==> config.mk <==
export PLATFORM = sky130hd
export DESIGN_NAME = pcie_msix_irq_sched
export DESIGN_NICKNAME = d
export VERILOG_FILES = /design/src/rtl/pcie_msix_irq_sched.sv
export SDC_FILE = /design/constraint.sdc
export NUM_CORES = 2
export LEC_CHECK = 0
export BUFFER_PORTS_ARGS = -buffer_cell sky130_fd_sc_hd__buf_4
export CORE_ASPECT_RATIO = 0.8
export CORE_MARGIN = 4
export CORE_UTILIZATION = 61
export DETAILED_ROUTE_END_ITERATION = 16
export GPL_TIMING_DRIVEN = 0
export PLACE_DENSITY = 0.77
export SLEW_MARGIN = 5
export SYNTH_ARGS = -nofsm -noshare
export SYNTH_HDL_FRONTEND = slang
export SYNTH_SLANG_ARGS = --single-unit
==> constraint.sdc <==
create_clock -name clk -period 5.7 [get_ports clk]
set_clock_uncertainty 0.2 [all_clocks]
set_input_delay 0.57 -clock clk [delete_from_list [all_inputs] [get_ports clk]]
set_output_delay 0.57 -clock clk [all_outputs]
set_load 0.01 [all_outputs]
==> src/rtl/pcie_msix_irq_sched.sv <==
// pcie_msix_irq_sched
//   Schedules MSI-X interrupt requests from IRQ_COUNT internal sources onto
//   the single cfg_interrupt_msix_* port of the PCIe hard block. A small
//   per-vector table (address, data, mask) is written by the BAR register
//   logic. Requests coalesce into per-vector pending bits. A round-robin
//   arbiter grants one eligible vector at a time. A failed or timed-out
//   message is reissued up to MAX_RETRY times; after that the vector is dropped.
//
// Ports
//   clk, rst_n                   clock, asynchronous active-low reset
//   irq_req                      per-vector request; every high cycle sets pending
//   tbl_wr_*                     table write port (index, address, data, mask)
//   cfg_interrupt_msix_enable    bit 0: PF0 MSI-X enable
//   cfg_interrupt_msix_mask      bit 0: PF0 function mask
//   cfg_interrupt_msix_address   message address for the current issue
//   cfg_interrupt_msix_data      message data for the current issue
//   cfg_interrupt_msix_int       single-cycle issue pulse
//   cfg_interrupt_msix_sent      IP reports the message was sent
//   cfg_interrupt_msix_fail      IP reports the message failed
//   irq_pending                  current pending bits
//   busy                         scheduler is not idle
//   drop_count                   saturating count of dropped vectors
module pcie_msix_irq_sched #(
    parameter int IRQ_COUNT = 8,
    parameter int IDX_WIDTH = $clog2(IRQ_COUNT),
    parameter int MAX_RETRY = 3,
    parameter int RETRY_GAP = 16,
    parameter int TIMEOUT   = 1024
) (
    input  logic                 clk,
    input  logic                 rst_n,
    input  logic [IRQ_COUNT-1:0] irq_req,
    input  logic                 tbl_wr_en,
    input  logic [IDX_WIDTH-1:0] tbl_wr_idx,
    input  logic [63:0]          tbl_wr_addr,
    input  logic [31:0]          tbl_wr_data,
    input  logic                 tbl_wr_mask,
    input  logic [1:0]           cfg_interrupt_msix_enable,
    input  logic [1:0]           cfg_interrupt_msix_mask,
    output logic [63:0]          cfg_interrupt_msix_address,
    output logic [31:0]          cfg_interrupt_msix_data,
    output logic                 cfg_interrupt_msix_int,
    input  logic                 cfg_interrupt_msix_sent,
    input  logic                 cfg_interrupt_msix_fail,
    output logic [IRQ_COUNT-1:0] irq_pending,
    output logic                 busy,
    output logic [15:0]          drop_count
);

    localparam int RETRY_W = (MAX_RETRY < 1) ? 1 : $clog2(MAX_RETRY + 1);
    localparam int TIMER_W = (TIMEOUT < 2) ? 1 : $clog2(TIMEOUT);
    localparam int GAP_W   = (RETRY_GAP < 2) ? 1 : $clog2(RETRY_GAP);

    localparam logic [RETRY_W-1:0]   RETRY_LAST = RETRY_W'(MAX_RETRY);
    localparam logic [TIMER_W-1:0]   TIMER_LAST = TIMER_W'(TIMEOUT - 1);
    localparam logic [GAP_W-1:0]     GAP_LAST   = GAP_W'(RETRY_GAP - 1);
    localparam logic [IDX_WIDTH-1:0] IDX_LAST   = IDX_WIDTH'(IRQ_COUNT - 1);
    localparam logic [IDX_WIDTH:0]   IDX_COUNT  = (IDX_WIDTH + 1)'(IRQ_COUNT);

    typedef enum logic [1:0] {
        ST_IDLE,
        ST_ISSUE,
        ST_WAIT,
        ST_FAIL
    } state_t;

    state_t               state_q, state_d;
    logic [IRQ_COUNT-1:0] pending_q, pending_d;
    logic [IRQ_COUNT-1:0] pend_clr;
    logic [63:0]          tbl_addr_q [IRQ_COUNT];
    logic [63:0]          tbl_addr_d [IRQ_COUNT];
    logic [31:0]          tbl_data_q [IRQ_COUNT];
    logic [31:0]          tbl_data_d [IRQ_COUNT];
    logic [IRQ_COUNT-1:0] tbl_mask_q, tbl_mask_d;
    logic [IDX_WIDTH-1:0] rr_ptr_q, rr_ptr_d;
    logic [IDX_WIDTH-1:0] cur_idx_q, cur_idx_d;
    logic [63:0]          addr_q, addr_d;
    logic [31:0]          data_q, data_d;
    logic                 int_q, int_d;
    logic [RETRY_W-1:0]   retry_q, retry_d;
    logic [TIMER_W-1:0]   timer_q, timer_d;
    logic [GAP_W-1:0]     gap_q, gap_d;
    logic [15:0]          drop_q, drop_d;

    logic [IRQ_COUNT-1:0] elig;
    logic                 grant_found;
    logic [IDX_WIDTH-1:0] grant_idx;
    logic [IDX_WIDTH:0]   cand;
    logic [IDX_WIDTH-1:0] next_ptr;
    logic                 cfg_unused;

    // Only PF0 controls are consumed.
    assign cfg_unused = ^{cfg_interrupt_msix_enable[1], cfg_interrupt_msix_mask[1]};

    // Table write port; out-of-range indices match no entry and are ignored.
    always_comb begin
        tbl_addr_d = tbl_addr_q;
        tbl_data_d = tbl_data_q;
        tbl_mask_d = tbl_mask_q;
        for (int unsigned i = 0; i < IRQ_COUNT; i++) begin
            if (tbl_wr_en && (tbl_wr_idx == IDX_WIDTH'(i))) begin
                tbl_addr_d[i] = tbl_wr_addr;
                tbl_data_d[i] = tbl_wr_data;
                tbl_mask_d[i] = tbl_wr_mask;
            end
        end
    end

    // Round-robin search starting at rr_ptr_q, wrapping modulo IRQ_COUNT.
    always_comb begin
        elig        = pending_q & ~tbl_mask_q &
                      {IRQ_COUNT{cfg_interrupt_msix_enable[0] & ~cfg_interrupt_msix_mask[0]}};
        grant_found = 1'b0;
        grant_idx   = '0;
        cand        = '0;
        for (int unsigned i = 0; i < IRQ_COUNT; i++) begin
            cand = {1'b0, rr_ptr_q} + (IDX_WIDTH + 1)'(i);
            if (cand >= IDX_COUNT) begin
                cand = cand - IDX_COUNT;
            end
            if (!grant_found && elig[cand[IDX_WIDTH-1:0]]) begin
                grant_found = 1'b1;
                grant_idx   = cand[IDX_WIDTH-1:0];
            end
        end
    end

    assign next_ptr = (cur_idx_q == IDX_LAST) ? '0 : cur_idx_q + 1'b1;

    // Scheduler FSM. int is registered from ISSUE, so the pulse lands in the
    // first WAIT cycle; the timeout timer starts from that same cycle.
    always_comb begin
        state_d   = state_q;
        rr_ptr_d  = rr_ptr_q;
        cur_idx_d = cur_idx_q;
        addr_d    = addr_q;
        data_d    = data_q;
        int_d     = 1'b0;
        retry_d   = retry_q;
        timer_d   = timer_q;
        gap_d     = gap_q;
        drop_d    = drop_q;
        pend_clr  = '0;

        case (state_q)
            ST_IDLE: begin
                if (grant_found) begin
                    cur_idx_d = grant_idx;
                    addr_d    = tbl_addr_q[grant_idx];
                    data_d    = tbl_data_q[grant_idx];
                    retry_d   = '0;
                    state_d   = ST_ISSUE;
                end
            end
            ST_ISSUE: begin
                int_d   = 1'b1;
                timer_d = '0;
                state_d = ST_WAIT;
            end
            ST_WAIT: begin
                if (cfg_interrupt_msix_sent) begin
                    pend_clr[cur_idx_q] = 1'b1;
                    rr_ptr_d            = next_ptr;
                    state_d             = ST_IDLE;
                end else if (cfg_interrupt_msix_fail || (timer_q == TIMER_LAST)) begin
                    gap_d   = '0;
                    state_d = ST_FAIL;
                end else begin
                    timer_d = timer_q + 1'b1;
                end
            end
            ST_FAIL: begin
                if (retry_q == RETRY_LAST) begin
                    pend_clr[cur_idx_q] = 1'b1;
                    drop_d              = (drop_q == 16'hFFFF) ? drop_q : drop_q + 16'd1;
                    rr_ptr_d            = next_ptr;
                    state_d             = ST_IDLE;
                end else if (gap_q == GAP_LAST) begin
                    retry_d = retry_q + 1'b1;
                    state_d = ST_ISSUE;
                end else begin
                    gap_d = gap_q + 1'b1;
                end
            end
            default: state_d = ST_IDLE;
        endcase

        // A request in the same cycle as the clear keeps the bit set.
        pending_d = (pending_q & ~pend_clr) | irq_req;
    end

    always_ff @(posedge clk or negedge rst_n) begin
        if (!rst_n) begin
            state_q   <= ST_IDLE;
            pending_q <= '0;
            for (int unsigned i = 0; i < IRQ_COUNT; i++) begin
                tbl_addr_q[i] <= '0;
                tbl_data_q[i] <= '0;
            end
            tbl_mask_q <= '1;
            rr_ptr_q   <= '0;
            cur_idx_q  <= '0;
            addr_q     <= '0;
            data_q     <= '0;
            int_q      <= 1'b0;
            retry_q    <= '0;
            timer_q    <= '0;
            gap_q      <= '0;
            drop_q     <= '0;
        end else begin
            state_q    <= state_d;
            pending_q  <= pending_d;
            tbl_addr_q <= tbl_addr_d;
            tbl_data_q <= tbl_data_d;
            tbl_mask_q <= tbl_mask_d;
            rr_ptr_q   <= rr_ptr_d;
            cur_idx_q  <= cur_idx_d;
            addr_q     <= addr_d;
            data_q     <= data_d;
            int_q      <= int_d;
            retry_q    <= retry_d;
            timer_q    <= timer_d;
            gap_q      <= gap_d;
            drop_q     <= drop_d;
        end
    end

    assign cfg_interrupt_msix_address = addr_q;
    assign cfg_interrupt_msix_data    = data_q;
    assign cfg_interrupt_msix_int     = int_q;
    assign irq_pending                = pending_q;
    assign busy                       = (state_q != ST_IDLE);
    assign drop_count                 = drop_q;

endmodule
==> results.md <==
* Worst IR drop on VDD at 0.5758 mV
* Largest net degree at the start of global routing at roughly 120
* Max-cap violation count at 0
* Proportion of power drawn by the clock network at 0.193
* Detail Route met2 WL at a little over 50000 µm
* Clk sink count at about 920
* Top cells by area in the synthesized netlist: dfrtp_1, mux2_2, mux2i_1
* Register share of total power at 0.276
* Highest metal used: met5
* Syn. warnings at 0
* Time the worst path needs with I/O delays and setup at between 5 and 6 ns
* Final wirelength at approximately 110000 µm
* Die height at approximately 240 µm
* Fill cell count at ~4600
* Most repeated cell in the gate-level netlist after synthesis: dfrtp_1
* Smallest hold slack at ~0.027 ns
* Measured slew at the worst slew-check pin at 1.267 ns
* Cell repeated most along the worst path: clkbuf_2
* Int Power at 20270 µW
* Wire length on met3 at 6876 µm
* Status: finished clean
* Routability Congestion at between 0.8 and 0.9
* Kind of start point of the critical path: register
* Reg2reg end: cfg_interrupt_msix_data[5]
* Area of the core at a little under 0.07 mm²
* Number of cells traversed by the worst register-to-register path at 14
* Mean post-synth cell area at about 14 µm²
* Buffer type at the clock tree root: clkbuf_16
* Number of enable flip-flop cells after synthesis at 0
* Total gr overflow at 0
* Relative slew margins at 0.1486
* F_max at 188.0 MHz
* Final setup violation count at 0
* Logic pwr share at 0.532
* Horizontal die dimension at a little over 300 µm
* Starting DRT DRC Count at approximately 1800
* Maximum level of the CTS H-tree at 3
* Worst path slowest cell: nand2_1
* Part of the Yosys area used for sequential elements at 0.5419
* Initial core utilization at 0.6169
* Netlist cell types at 67
* Endpoint arrival time on the critical path at around 5.6 ns
* CTS tree: built
* Std cell rows at 86
* Cell count after placement at approximately 4100
* Sw power at between 10000 and 15000 µW
* Vias in the first global route at 28300
* Most used DFF post-synth: dfrtp_1
* Met1 layer wirelength in the final routing at about 45000 µm
* Mapped cell area at 0.04255 mm²
* Most frequent cells after synthesis: dfrtp_1, mux2_2, mux2i_1
* Largest driver fanout on the critical path at 10
* Buffers added on ports at 232
* Slack of the worst reg-to-reg path at roughly 0.38 ns
* Area fraction of the dominant cell type after synthesis at 0.5369
* P_leak at between 0.02 and 0.025 µW
* End of the worst hold path: tbl_addr_q[307]
* Half-perimeter wire length after detailed placement at between 70000 and 80000 µm
* DR pass1 iterations at 6
* Total via count after detailed routing at between 20000 and 30000
* Fraction of the cycle the final worst path needs at 0.9331
* Post-route non-filler standard cell count at approximately 4300
* Beginning of the worst hold path: tbl_wr_addr[51]
* Number of nets still failing antenna checks after routing at 0
* Total Nets Final at between 3000 and 4000
* Number of standard cells after synthesis at a little under 3000
* Clock latency of the later-clocked register in the worst-skew pair at between 0.6 and 0.7 ns
* Clock transition at the register clock pins on the worst setup and hold paths after CTS at 0.06 ns
* Number of buffers created by CTS at 91
* Power density cells at approximately 670 mW/mm²
* GRT Util Overall at 0.2877
* Worst R2R Start: rr_ptr_q[1]
* Cells on Worst Hold Path at 2
* Clk buf depth at 3
* Type of the tightest min-delay check: primary input to register
* Classification of the worst setup path: register to register
* Power, Total at 32890 µW
* Max stage delay on crit path at ~0.8 ns
* Ys async rst share at 1.000
* Yosys top cell by area: dfrtp_1
* Final-report hold violation count at 0
* Routed WL per cell at 24.58 µm
* RSZ-0062 raised after global routing: no
* Register bit total from synthesis at between 900 and 1000
* First-pass GRT wire length at 165300 µm
* Vias per cell at 6.137
* Slew Limit Fails at 0
* Residual DRC at 0
* Antenna violations before repair at 15
* Number of primary I/O pins at approximately 240
* Die Area at ~0.074 mm²
* Fraction of layout cells with a size suffix above 1 at 0.4302
* Type of destination of the critical path: register
* P&R area growth vs syn at 15.34%
* Worst-path cell chain: clkbuf_2 > inv_1 > ha_1 > clkbuf_2 > and2_1 > a22o_1 > or2_2 > a2111o_1 > or3_1 > o22ai_1 > o221ai_2 > nand2_1 > buf_2 > o221ai_1
* Required @ worst endpoint at approximately 6.0 ns
* Synthesized Nets at ~3000
* Share of total power consumed by net switching at 0.3837
## worst max-delay path by stage
stage	cells after the start	to	from	slack, ns
2_1_floorplan	15	cfg_interrupt_msix_data[0]	rr_ptr_q[1]	1.51
3_3_place_gp	1	tbl_addr_q[337]	rst_n	-5.97
3_5_place_dp	13	cfg_interrupt_msix_address[54]	rr_ptr_q[1]	0.12
4_1_cts	13	cfg_interrupt_msix_address[54]	rr_ptr_q[1]	0.13
5_1_grt	16	cfg_interrupt_msix_address[20]	rr_ptr_q[1]	0.16
6_report	14	cfg_interrupt_msix_data[5]	rr_ptr_q[1]	0.38
## metal layers
metal  track usage  up-vias
li1              -    11620
met1        0.3939    13940
met2        0.4657      745
met3       0.06160      199
met4       0.08806       10
met5             0        -
## layout by cell type, fill, tap and decap left out, drive strengths merged, types with 9 or more instances in the layout
cell,n
a32oi,26
and3,10
buf,323
bufinv,11
clkbuf,251
clkinv,15
dfrtp,913
dlygate4sd3,17
inv,14
mux2,997
mux2i,340
nand2,115
nand3,40
nor2,34
nor3,9
o211ai,29
o21ai,21
o221ai,72
xnor2,11
xor2,14
## flip-flops by register name, indices dropped and copies added (netlist names)
signal / count
cfg_interrupt_msix_data: 32
cfg_interrupt_msix_address: 64
irq_pending: 8
retry_q: 2
tbl_addr_q: 512
tbl_data_q: 256
cur_idx_q: 3
tbl_mask_q: 8
cfg_interrupt_msix_int: 1
drop_count: 16
rr_ptr_q: 3
state_q: 2
gap_q: 4
timer_q: 10
## critical path, delay by kind of cell (launching register included)
kind | cells | cell delay, ns
buf+inv | 4 | 1.16
flops | 1 | 0.44
simple gates | 4 | 1.69
fa+ha+maj | 1 | 0.32
compound gates | 5 | 1.36
## timing repair
action / 4_1_cts / 5_1_grt
gates resized for setup: 0 / 5
endpoints found under the setup margin: 0 / 94
buffers inserted: 0 / 0
hold buffers: 17 / 0
hold endpoints to repair: 85 / 0
## cell type report
class / instances / area (µm²) / area share
clock inverter: 28 / 436.7 / 0.008898
clock buffer: 136 / 2758 / 0.05619
tap: 924 / 1156 / 0.02356
antenna: 8 / 20.02 / 0.0004079
timing repair buffer: 257 / 2140 / 0.04360
multi-input combinational: 1835 / 18320 / 0.3734
buffer: 198 / 1139 / 0.02320
sequential: 921 / 23060 / 0.4698
inverter: 12 / 45.04 / 0.0009179
## cell families (layout without fill, tap and decap cells)
| family | after synthesis | count (layout) | synth area share |
|---|---|---|---|
| XOR/XNOR | 25 | 25 | 0.005146 |
| multiplexers | 1344 | 1344 | 0.3490 |
| adder cells (fa/ha/maj) | 8 | 8 | 0.002353 |
| flip-flops | 921 | 921 | 0.5419 |
| AND/OR/NAND/NOR | 267 | 267 | 0.03135 |
| other | 0 | 8 | 0 |
| AO/OA/AOI/OAI | 191 | 191 | 0.04258 |
| buffers and inverters | 210 | 631 | 0.02773 |
## stage by stage
step	util	instance area [µm²]	setup TNS [ns]	worst slack, ns
finish	0.7115	49070	0	0.3811
detailed placement	0.6624	45690	0	0.1212
CTS	0.7112	49050	0	0.1308
floorplan	-	42550	0	1.515
global placement	0.6589	45450	-5353.57	-5.966
global route	0.7114	49070	0	0.1555
## power by group through the flow
stage          registers [µW]  clock network [µW]  logic (µW)
2_1_floorplan            8970                   0       12600
3_3_place_gp             9010                   0       17000
3_5_place_dp             9140                   0       17300
4_1_cts                  9040                6430       17500
5_1_grt                  9220                6720       18500
6_report                 9070                6340       17500
No activity file was read; power rests on OpenSTA's default activity.
